[src/rtl/mips_mc_ctrl.sv]
// mips_mc_ctrl: multi-cycle MIPS main controller (IF/ID/EX/MEM/WB) with cycle and retired-instruction counters
// Inputs : clk, rst (async, active-high), Mem_ready, opcode/funct (IR fields), Zero (ALU flag)
// Outputs: ALUop, ALUSrcA/B, PCWrite, PCSource, IorD, MemRead, MemWrite, IRWrite, RegWrite,
//          RegDst, MemtoReg, state_o, cycle_cnt, inst_cnt
module mips_mc_ctrl #(
    parameter int CNT_WIDTH = 32
) (
    input  logic                 clk,
    input  logic                 rst,
    input  logic                 Mem_ready,
    input  logic [5:0]           opcode,
    input  logic [5:0]           funct,
    input  logic                 Zero,
    output logic [2:0]           ALUop,
    output logic [1:0]           ALUSrcA,
    output logic [1:0]           ALUSrcB,
    output logic                 PCWrite,
    output logic [1:0]           PCSource,
    output logic                 IorD,
    output logic                 MemRead,
    output logic                 MemWrite,
    output logic                 IRWrite,
    output logic                 RegWrite,
    output logic [1:0]           RegDst,
    output logic [1:0]           MemtoReg,
    output logic [2:0]           state_o,
    output logic [CNT_WIDTH-1:0] cycle_cnt,
    output logic [CNT_WIDTH-1:0] inst_cnt
);
    typedef enum logic [2:0] {S_IF, S_ID, S_EX, S_MEM, S_WB} state_t;
    state_t r_state, w_next;
    logic w_rtype, w_sll, w_jr, w_r_alu, w_i_alu, w_lw, w_sw, w_beq, w_bne, w_j, w_jal, w_br, w_valid;
    logic [2:0] w_rop, w_iop;
    assign w_rtype = opcode == 6'h00;
    assign w_sll   = w_rtype && funct == 6'h00;
    assign w_jr    = w_rtype && funct == 6'h08;
    assign w_r_alu = w_rtype && (funct inside {6'h00, 6'h21, 6'h23, 6'h24, 6'h25, 6'h2a, 6'h2b});
    assign w_rop   = funct == 6'h21 ? 3'b010 : funct == 6'h23 ? 3'b110 : funct == 6'h24 ? 3'b000 :
                     funct == 6'h25 ? 3'b001 : funct == 6'h2a ? 3'b111 : funct == 6'h2b ? 3'b011 : 3'b100;
    assign w_i_alu = opcode inside {6'h09, 6'h0a, 6'h0b, 6'h0f};
    assign w_iop   = opcode == 6'h09 ? 3'b010 : opcode == 6'h0a ? 3'b111 : opcode == 6'h0b ? 3'b011 : 3'b101;
    assign w_lw    = opcode == 6'h23;
    assign w_sw    = opcode == 6'h2b;
    assign w_beq   = opcode == 6'h04;
    assign w_bne   = opcode == 6'h05;
    assign w_j     = opcode == 6'h02;
    assign w_jal   = opcode == 6'h03;
    assign w_br    = w_beq || w_bne;
    assign w_valid = w_r_alu || w_jr || w_i_alu || w_lw || w_sw || w_br || w_j || w_jal;
    assign state_o = r_state;
    // Outputs are decoded from the current state plus same-cycle Mem_ready/Zero,
    // and forced to their idle values while rst is held.
    always_comb begin
        ALUop    = 3'b010;
        ALUSrcA  = 2'd0;
        ALUSrcB  = 2'd0;
        PCWrite  = 1'b0;
        PCSource = 2'd0;
        IorD     = 1'b0;
        MemRead  = 1'b0;
        MemWrite = 1'b0;
        IRWrite  = 1'b0;
        RegWrite = 1'b0;
        RegDst   = 2'd0;
        MemtoReg = 2'd0;
        w_next   = r_state;
        if (!rst) begin
            case (r_state)
                S_IF: begin
                    MemRead = 1'b1;
                    ALUSrcB = 2'd1;
                    IRWrite = Mem_ready;
                    PCWrite = Mem_ready;
                    w_next  = Mem_ready ? S_ID : S_IF;
                end
                S_ID: begin
                    ALUSrcB  = 2'd3;
                    PCWrite  = w_j || w_jr;
                    PCSource = w_j ? 2'd2 : w_jr ? 2'd3 : 2'd0;
                    w_next   = w_jal ? S_WB : (w_j || w_jr || !w_valid) ? S_IF : S_EX;
                end
                S_EX: begin
                    ALUSrcA  = w_sll ? 2'd2 : 2'd1;
                    ALUSrcB  = (w_r_alu || w_br) ? 2'd0 : 2'd2;
                    ALUop    = w_r_alu ? w_rop : w_i_alu ? w_iop : w_br ? 3'b110 : 3'b010;
                    PCSource = w_br ? 2'd1 : 2'd0;
                    PCWrite  = w_beq ? Zero : (w_bne && !Zero);
                    w_next   = (w_lw || w_sw) ? S_MEM : (w_r_alu || w_i_alu) ? S_WB : S_IF;
                end
                S_MEM: begin
                    IorD     = 1'b1;
                    MemRead  = w_lw;
                    MemWrite = w_sw;
                    w_next   = !Mem_ready ? S_MEM : w_lw ? S_WB : S_IF;
                end
                S_WB: begin
                    RegWrite = 1'b1;
                    RegDst   = w_jal ? 2'd2 : {1'b0, w_r_alu};
                    MemtoReg = w_jal ? 2'd2 : {1'b0, w_lw};
                    PCWrite  = w_jal;
                    PCSource = w_jal ? 2'd2 : 2'd0;
                    w_next   = S_IF;
                end
                default: w_next = S_IF;
            endcase
        end
    end
    always_ff @(posedge clk or posedge rst) begin
        if (rst) begin
            r_state   <= S_IF;
            cycle_cnt <= '0;
            inst_cnt  <= '0;
        end else begin
            r_state   <= w_next;
            cycle_cnt <= cycle_cnt + 1'b1;
            if (r_state != S_IF && w_next == S_IF)
                inst_cnt <= inst_cnt + 1'b1;
        end
    end
endmodule

[config.mk]
export PLATFORM = sky130hd
export DESIGN_NAME = mips_mc_ctrl
export DESIGN_NICKNAME = d
export VERILOG_FILES = /design/src/rtl/mips_mc_ctrl.sv
export SDC_FILE = /design/constraint.sdc
export NUM_CORES = 1
export LEC_CHECK = 0
export ABC_CLOCK_PERIOD_IN_PS = 3400
export CAP_MARGIN = 20
export CORE_ASPECT_RATIO = 1.75
export CORE_MARGIN = 2
export CORE_UTILIZATION = 45
export DETAILED_ROUTE_END_ITERATION = 10
export PLACE_DENSITY = 0.86
export SETUP_SLACK_MARGIN = 0.2
export SLEW_MARGIN = 10
export SYNTH_ARGS = -nofsm -noshare
export SYNTH_HDL_FRONTEND = slang
export SYNTH_SLANG_ARGS = --single-unit
[constraint.sdc]
create_clock -name clk -period 3.4 [get_ports clk]
set_input_delay 0.51 -clock clk [delete_from_list [all_inputs] [get_ports clk]]
set_output_delay 0.51 -clock clk [all_outputs]
set_load 0.02 [all_outputs]
==> impl_summary.txt, run 1 <==
----------------------------------------------------
[Clock tree]
  Hold buffer count at CTS ... 0
  CTS H-tree depth ... 3
  Number of clock buffers inserted by TritonCTS ... 9
  Clock tree from TritonCTS ... done
  Count of clock tree sinks ... 67
  Bufs on Longest Clock Path ... 2
  Clock insertion delay at the later pin of the skew report ... 0.33 ns
  Root buffer cell ... sky130_fd_sc_hd__clkbuf_16
  Clock edge transition at the registers on the reported setup and hold paths ... 0.05 ns

[Route]
  Average wire per cell in the routed design ... 17.8 um
  DR vias ... 3616
  Number of routed nets with antenna violations ... 0
  Count of TritonRoute iterations in the first routing pass ... 4
  Drc violations ... 0
  Count of routing violations after the opening detailed-route iteration ... between 100 and 150
  Via count normalized by instance count ... 5.55
  Total Routed Length ... 11600 um

[STA]
  Final count of pins violating max slew ... 0
  Timing-limited maximum frequency ... 311 MHz
  Worst-margin pin slew ... between 0.8 and 0.9 ns
  Unrepaired setup endpoints after global routing ... true
  Fin crit share ... a little over nine tenths
  # setup viols final ... 0
  Final hold violation count ... 0
  Remaining max-slew budget at the tightest pin ... roughly 44%
  Worst clock skew on the final layout ... 0.00701 ns
  Post-layout minimum cycle time ... 3.21 ns
  Setup TNS ... 0 ns
  Worst hold slack ... 0.470 ns

[Yosys]
  Number of synthesized register bits ... 67
  Avg Synthesized Cell Area ... just under 10 um^2
  Adder-Cell Fraction of Synth Area ... less than 1%
  Cells after Synth ... 396
  Syn nets ... about 410
  Sequential-to-total area share from yosys stat ... 42.8%
  Count of cell types in the netlist ... 52
  Largest family of logic cells by synthesized area ... simple AND/OR/NAND/NOR gates
  Post-synthesis compound-gate area fraction ... 6.71%
  Netlist area before placement ... 3910 um^2
  Xor-xnor portion of the synthesized cell area ... 14.1%
  Simple-gate share of the synthesized area ... a little under a third
  Count of synthesis-stage warnings from yosys ... 0
  Asr flop ratio synth ... 100%
  Number of enable flip-flop cells after synthesis ... 0
  Primary flip-flop cell chosen by synthesis mapping ... sky130_fd_sc_hd__dfrtp_1
  Post-synthesis mux area share ... about 1.1%

[Layout]
  Highest-count cells in the layout ignoring fill and taps ... sky130_fd_sc_hd__clkdlybuf4s50_1, sky130_fd_sc_hd__dfrtp_1, sky130_fd_sc_hd__buf_4
  Fraction of layout instances using a drive strength above 1 ... 18.5%
  Net total in the final layout ... 548
  Final core utilization ... 65.7%
  Count of antenna diodes in the layout ... 0
  Most common cell after layout, fill and taps aside ... sky130_fd_sc_hd__clkdlybuf4s50_1
  Synthesis-to-finish area growth ... 43.7%
  Number of cells in the finished layout apart from fillers ... approximately 650

[Power]
  Power density over cell area ... ~390 nW/um^2
  Maximum resistive drop on vdd ... 0.425 mV
  Total power of the final layout ... 0.00219 W
  Leakage Power ... around 2.6 nW

[Floorplan]
  Die extent in x ... 74.5 um
  Area of the placeable core ... 8560 um^2
  Height of the chip ... 127 um
  Number of primary I/O pins ... about 100
  Effective utilization at floorplan ... 45.7%
  Core Rows ... 45
  Area enclosed by the die boundary ... between 9000 and 10000 um^2

[Setup path]
  Signal arrival time at the worst endpoint ... around 2.7 ns
  Startpoint class of the critical path ... input port
  Req. time, crit path ... 2.89 ns
  Setup Crit Path Kind ... in -> out
  R2R cell count ... 6
  Critical Path Sink Type ... output pin
  Critical Path Fanout Max ... 4

[Min path]
  Tightest Hold Check Type ... reg -> reg
  Hold path depth ... 1

[Placed design]
  GPL Wtd Cong ... 0.964
  Port buffer count ... 101
  Total instance count after detailed placement ... around 630
  Total half-perimeter wirelength after legalization and detailed placement ... 8450 um

[Global route]
  Maximum number of pins on one net before global-route repair ... between 60 and 70
  Wire length of the first global-routing pass ... 18600 um
  Remaining global-route overflow ... 0
  Via count of the first global-routing pass ... roughly 3800
  Number of antenna violations at the first check in global routing ... 0
  Global Route Usage Sum ... 25.3%

[Job]
  Max cap viols ... 0

[Run status]
  Status ... completed

----------------------------------------------------
[stage by stage]
step,worst slack [ns],area (um^2)
2_1_floorplan,0.229,3920
6_report,0.187,5620
3_5_place_dp,-0.303,5300
3_3_place_gp,-0.296,5300
4_1_cts,0.0841,5610
5_1_grt,0.112,5620
[cells by family after synthesis]
family	after synthesis
multiplexers	4
XOR/XNOR	63
AO/OA/AOI/OAI	37
AND/OR/NAND/NOR	190
flip-flops	67
buffers and inverters	32
adder cells (fa/ha/maj)	3
[state kept, by name, indices dropped and copies added, names as in the netlist]
register,count
state_o,3
cycle_cnt,32
inst_cnt,32
[worst paths after layout]
path	from	end	slack, ns
worst max-delay path	opcode[3]	ALUop[1]	0.19
worst min-delay path	inst_cnt[31]$_DFFE_PP0P_	inst_cnt[31]$_DFFE_PP0P_	0.47
worst max register to register	inst_cnt[2]$_DFFE_PP0P_	inst_cnt[30]$_DFFE_PP0P_	0.98
worst min register to register	inst_cnt[31]$_DFFE_PP0P_	inst_cnt[31]$_DFFE_PP0P_	0.47
max in group asynchronous	rst	inst_cnt[26]$_DFFE_PP0P_	1.85
min in group asynchronous	rst	inst_cnt[4]$_DFFE_PP0P_	1.00
[final cells by class]
cell class	count	area, um^2
fill	673	2940
inverter	10	41.3
sequential	67	1680
clock buffer	12	246
tap	117	146
multi-input combinational	297	2110
timing repair buffer	145	1350
clock inverter	4	50.0
[synth_stat cells (3+ instances only)]
library cell | number | area share, %
sky130_fd_sc_hd__dfrtp_1 | 67 | 43
sky130_fd_sc_hd__xor2_1 | 41 | 9.2
sky130_fd_sc_hd__nand2_1 | 28 | 2.7
sky130_fd_sc_hd__nor2_1 | 27 | 2.6
sky130_fd_sc_hd__nand4_1 | 24 | 3.8
sky130_fd_sc_hd__xnor2_1 | 22 | 4.9
sky130_fd_sc_hd__nor3_1 | 20 | 2.6
sky130_fd_sc_hd__nand3_1 | 18 | 2.3
sky130_fd_sc_hd__nor4_2 | 15 | 4.8
sky130_fd_sc_hd__and3_1 | 12 | 1.9
sky130_fd_sc_hd__a21oi_1 | 11 | 1.4
sky130_fd_sc_hd__clkbuf_1 | 11 | 1.1
sky130_fd_sc_hd__inv_1 | 10 | 0.96
sky130_fd_sc_hd__and4_1 | 8 | 1.8
sky130_fd_sc_hd__and2_1 | 6 | 0.96
sky130_fd_sc_hd__buf_2 | 5 | 0.64
sky130_fd_sc_hd__nand2b_1 | 5 | 0.80
sky130_fd_sc_hd__o21ai_0 | 5 | 0.64
sky130_fd_sc_hd__nor4b_2 | 4 | 1.5
sky130_fd_sc_hd__or3_1 | 4 | 0.64
sky130_fd_sc_hd__a31oi_1 | 3 | 0.48
sky130_fd_sc_hd__buf_6 | 3 | 0.86
sky130_fd_sc_hd__mux2_2 | 3 | 0.86
sky130_fd_sc_hd__nor3b_1 | 3 | 0.58
sky130_fd_sc_hd__nor4_1 | 3 | 0.48
sky130_fd_sc_hd__nor4b_1 | 3 | 0.67
[critical path, cell delays in order]
cell,delay (ns)
sky130_fd_sc_hd__clkdlybuf4s50_1,0.44
sky130_fd_sc_hd__or4_4,0.61
sky130_fd_sc_hd__nor4_2,0.21
sky130_fd_sc_hd__o21ai_1,0.17
sky130_fd_sc_hd__buf_4,0.17
sky130_fd_sc_hd__a31oi_1,0.16
sky130_fd_sc_hd__o21ai_0,0.11
sky130_fd_sc_hd__dlygate4sd2_1,0.33
[where the power goes]
group | leakage (nW) | switching (W) | internal (W)
registers | 0.904 | 0.0000494 | 0.000832
logic | 1.52 | 0.000228 | 0.000166
clock network | 0.139 | 0.000332 | 0.000586
total | 2.56 | 0.000610 | 0.00158
[what timing repair did]
| action | 4_1_cts | 5_1_grt |
|---|---|---|
| resized for setup | 24 | 13 |
| pin swaps | 5 | 3 |
| endpoints found under the hold margin | 0 | 0 |
| endpoints found under the setup margin | 13 | 10 |
| buffers inserted | 2 | 0 |
[metal layers]
layer	GRT usage, %	share of wire (%)	vias to the layer above
met5	0	0	-
met1	27.1	36	1725
met3	5.76	6.6	41
li1	-	-	1688
met4	13.6	4.4	0
met2	44.6	53	162
Power figures use the tool's default switching activity.
==> inputs of run 2 (changes only) <==
ABC_CLOCK_PERIOD_IN_PS = unset   (was 3400)
==> results of run 2 <==
No change in the layout: final DEF, timing and power equal those of run 1.
==> inputs of run 3 (changes only) <==
PLACE_DENSITY = 0.75   (was 0.86)
==> run 3 against run 2 <==
Against the previous run: design area is 0.20% lower; sequential share of layout area is 0.060 points higher; clock power increased by 9%.
==> impl_summary.txt, run 3 (synthesis results as in run 1) <==
----------------------------------------------------
[Clock tree]
  Clock insertion delay at the later pin of the skew report ... 0.33 ns (about the same)
  Clock edge transition at the registers on the reported setup and hold paths ... 0.05 ns (about the same)
  Root buffer cell ... sky130_fd_sc_hd__clkbuf_16 (unchanged)
  Hold buffer count at CTS ... 0 (unchanged)
  Clock tree from TritonCTS ... done (unchanged)
  Number of clock buffers inserted by TritonCTS ... 9 (unchanged)
  Count of clock tree sinks ... 67 (unchanged)
  Bufs on Longest Clock Path ... 2 (unchanged)
  CTS H-tree depth ... 3 (unchanged)

[STA]
  Post-layout minimum cycle time ... 3.14 ns (was 3.21 ns)
  Unrepaired setup endpoints after global routing ... true (unchanged)
  Worst clock skew on the final layout ... 0.00514 ns (was 0.00701 ns)
  Remaining max-slew budget at the tightest pin ... 43.0% (was 43.5%)
  # setup viols final ... 0 (unchanged)
  Worst hold slack ... 0.465 ns (was 0.470 ns)
  Timing-limited maximum frequency ... 318 MHz (was 311 MHz)
  Setup TNS ... 0 ns (unchanged)
  Final count of pins violating max slew ... 0 (unchanged)
  Worst-margin pin slew ... 0.856 ns (was 0.847 ns)
  Fin crit share ... 92.4% (was 94.5%)
  Final hold violation count ... 0 (unchanged)

[Setup path]
  Critical Path Fanout Max ... 3 (was 4)
  Signal arrival time at the worst endpoint ... 2.63 ns (was 2.70 ns)
  Setup Crit Path Kind ... in -> out (unchanged)
  Ordered cell list for the critical path ... clkdlybuf4s50_1 -> or4_4 -> nor4_4 -> o21ai_1 -> buf_4 -> a31oi_1 -> o21ai_0 -> dlygate4sd2_1 (was clkdlybuf4s50_1 -> or4_4 -> nor4_2 -> o21ai_1 -> buf_4 -> a31oi_1 -> o21ai_0 -> dlygate4sd2_1)
  Critical Path Sink Type ... output pin (unchanged)
  Worst path max stage delay ... 0.58 ns (was 0.61 ns)
  Startpoint class of the critical path ... input port (unchanged)
  Critical-path top delay cell ... sky130_fd_sc_hd__or4_4 (unchanged)
  Req. time, crit path ... 2.89 ns (about the same)
  Cell class contributing the biggest share of worst-path delay ... buffers and inverters (unchanged)
  Sum of buffers and inverters on the critical path ... 3 (unchanged)

[Route]
  Drc violations ... 0 (unchanged)
  Count of routing violations after the opening detailed-route iteration ... 248 (was 119)
  Count of TritonRoute iterations in the first routing pass ... 4 (unchanged)
  Via count normalized by instance count ... 5.43 (was 5.55)
  Total Routed Length ... 10500 um (was 11600 um)
  Average wire per cell in the routed design ... 16.3 um (was 17.8 um)
  Number of routed nets with antenna violations ... 0 (unchanged)
  DR vias ... 3504 (was 3616)

[Layout]
  Count of antenna diodes in the layout ... 0 (unchanged)
  Area of combinational cells with multiple inputs ... 2140 um^2 (was 2110 um^2)
  Net total in the final layout ... 541 (was 548)
  Final Instance Area ... 5610 um^2 (was 5620 um^2)
  Footprint of the flip-flops and latches ... 1680 um^2 (unchanged)
  Fraction of layout instances using a drive strength above 1 ... 18.9% (was 18.5%)
  Synthesis-to-finish area growth ... 43.4% (was 43.7%)
  Most common cell after layout, fill and taps aside ... sky130_fd_sc_hd__clkdlybuf4s50_1 (unchanged)
  Highest-count cells in the layout ignoring fill and taps ... sky130_fd_sc_hd__clkdlybuf4s50_1, sky130_fd_sc_hd__dfrtp_1, sky130_fd_sc_hd__xor2_1 (was sky130_fd_sc_hd__clkdlybuf4s50_1, sky130_fd_sc_hd__dfrtp_1, sky130_fd_sc_hd__buf_4)
  Fillers ... 708 (was 673)

[Placed design]
  Placement-stage cell area ... 5240 um^2 (was 5300 um^2)
  Port buffer count ... 101 (unchanged)
  GPL Wtd Cong ... 0.952 (was 0.964)
  Total half-perimeter wirelength after legalization and detailed placement ... 7710 um (was 8450 um)

[Floorplan]
  Effective utilization at floorplan ... 45.7% (unchanged)
  Height of the chip ... 127 um (unchanged)
  Die extent in x ... 74.5 um (unchanged)
  Area of the placeable core ... 8560 um^2 (unchanged)
  Area enclosed by the die boundary ... 9490 um^2 (unchanged)
  Core Rows ... 45 (unchanged)
  Number of primary I/O pins ... 102 (unchanged)

[Global route]
  Global Route Usage Sum ... 23.0% (was 25.3%)
  Via count of the first global-routing pass ... 3528 (was 3788)
  Remaining global-route overflow ... 0 (unchanged)
  Number of antenna violations at the first check in global routing ... 0 (unchanged)
  Wire length of the first global-routing pass ... 17000 um (was 18600 um)
  Maximum number of pins on one net before global-route repair ... 69 (unchanged)

[Power]
  Leakage Power ... 2.54 nW (was 2.56 nW)
  Power density over cell area ... 403 nW/um^2 (was 390 nW/um^2)
  Maximum resistive drop on vdd ... 0.281 mV (was 0.425 mV)

[Min path]
  Tightest Hold Check Type ... reg -> reg (unchanged)

[Job]
  Max cap viols ... 0 (unchanged)

[Run status]
  Status ... completed (unchanged)

----------------------------------------------------
run 3: path summary, 6_finish.rpt:
| check | start | to | slack (ns) | cells after the start |
|---|---|---|---|---|
| max in group asynchronous | rst | inst_cnt[5]$_DFFE_PP0P_ | 1.82 | 4 |
| worst max-delay path | opcode[3] | ALUop[1] | 0.26 | 8 |
| min in group asynchronous | rst | inst_cnt[27]$_DFFE_PP0P_ | 1.01 | 4 |
| worst min register to register | inst_cnt[31]$_DFFE_PP0P_ | inst_cnt[31]$_DFFE_PP0P_ | 0.47 | 1 |
| worst min-delay path | inst_cnt[31]$_DFFE_PP0P_ | inst_cnt[31]$_DFFE_PP0P_ | 0.47 | 1 |
| worst max register to register | inst_cnt[2]$_DFFE_PP0P_ | inst_cnt[29]$_DFFE_PP0P_ | 0.98 | 6 |
run 3: worst register-to-register path, stage by stage, from the launching register on:
cell and delay [ns]:
sky130_fd_sc_hd__dfrtp_1 0.45, sky130_fd_sc_hd__and4_1 0.40, sky130_fd_sc_hd__and4_1 0.42, sky130_fd_sc_hd__and3_1 0.27
sky130_fd_sc_hd__nand4_2 0.21, sky130_fd_sc_hd__nor4b_1 0.39, sky130_fd_sc_hd__xor2_1 0.19
run 3: area by class of cell:
| cell class | count | share of cell area (%) |
|---|---|---|
| multi-input cells | 297 | 38.1 |
| flip-flops and latches | 67 | 29.9 |
| repair buffers | 138 | 22.9 |
| clock buffers | 9 | 4.01 |
| well taps | 117 | 2.61 |
| clock inverters | 7 | 1.76 |
| inverters | 10 | 0.736 |
run 3: through the flow:
| step | utilization [%] | power, W | instances | setup slack [ns] |
|---|---|---|---|---|
| finish | 65.6 | 0.00226 | 645 | 0.258 |
| CTS | 65.1 | 0.00228 | 644 | 0.0232 |
| floorplan | - | 0.00109 | 396 | 0.229 |
| global placement | 61.2 | 0.00127 | 627 | -0.292 |
| detailed placement | 61.2 | 0.00128 | 627 | -0.293 |
| global route | 65.6 | 0.00236 | 645 | 0.165 |
run 3: power by group:
group	internal (W)	switching, W
sequential	0.000832	0.0000502
clock	0.000646	0.000354
combinational	0.000162	0.000217
total	0.00164	0.000622
run 3: repair_timing:
item                       CTS  global route
resized for setup           19            28
setup endpoints to repair   11            10
pin swaps                    2             6
buffers inserted             1             1
run 3: per-layer routing:
| layer | vias to the layer above | track usage, % | share of wire (%) |
|---|---|---|---|
| li1 | 1675 | - | - |
| met1 | 1690 | 25.8 | 38 |
| met2 | 118 | 40.8 | 54 |
| met3 | 21 | 4.97 | 5.6 |
| met4 | 0 | 9.77 | 2.7 |
| met5 | - | 0 | 0 |
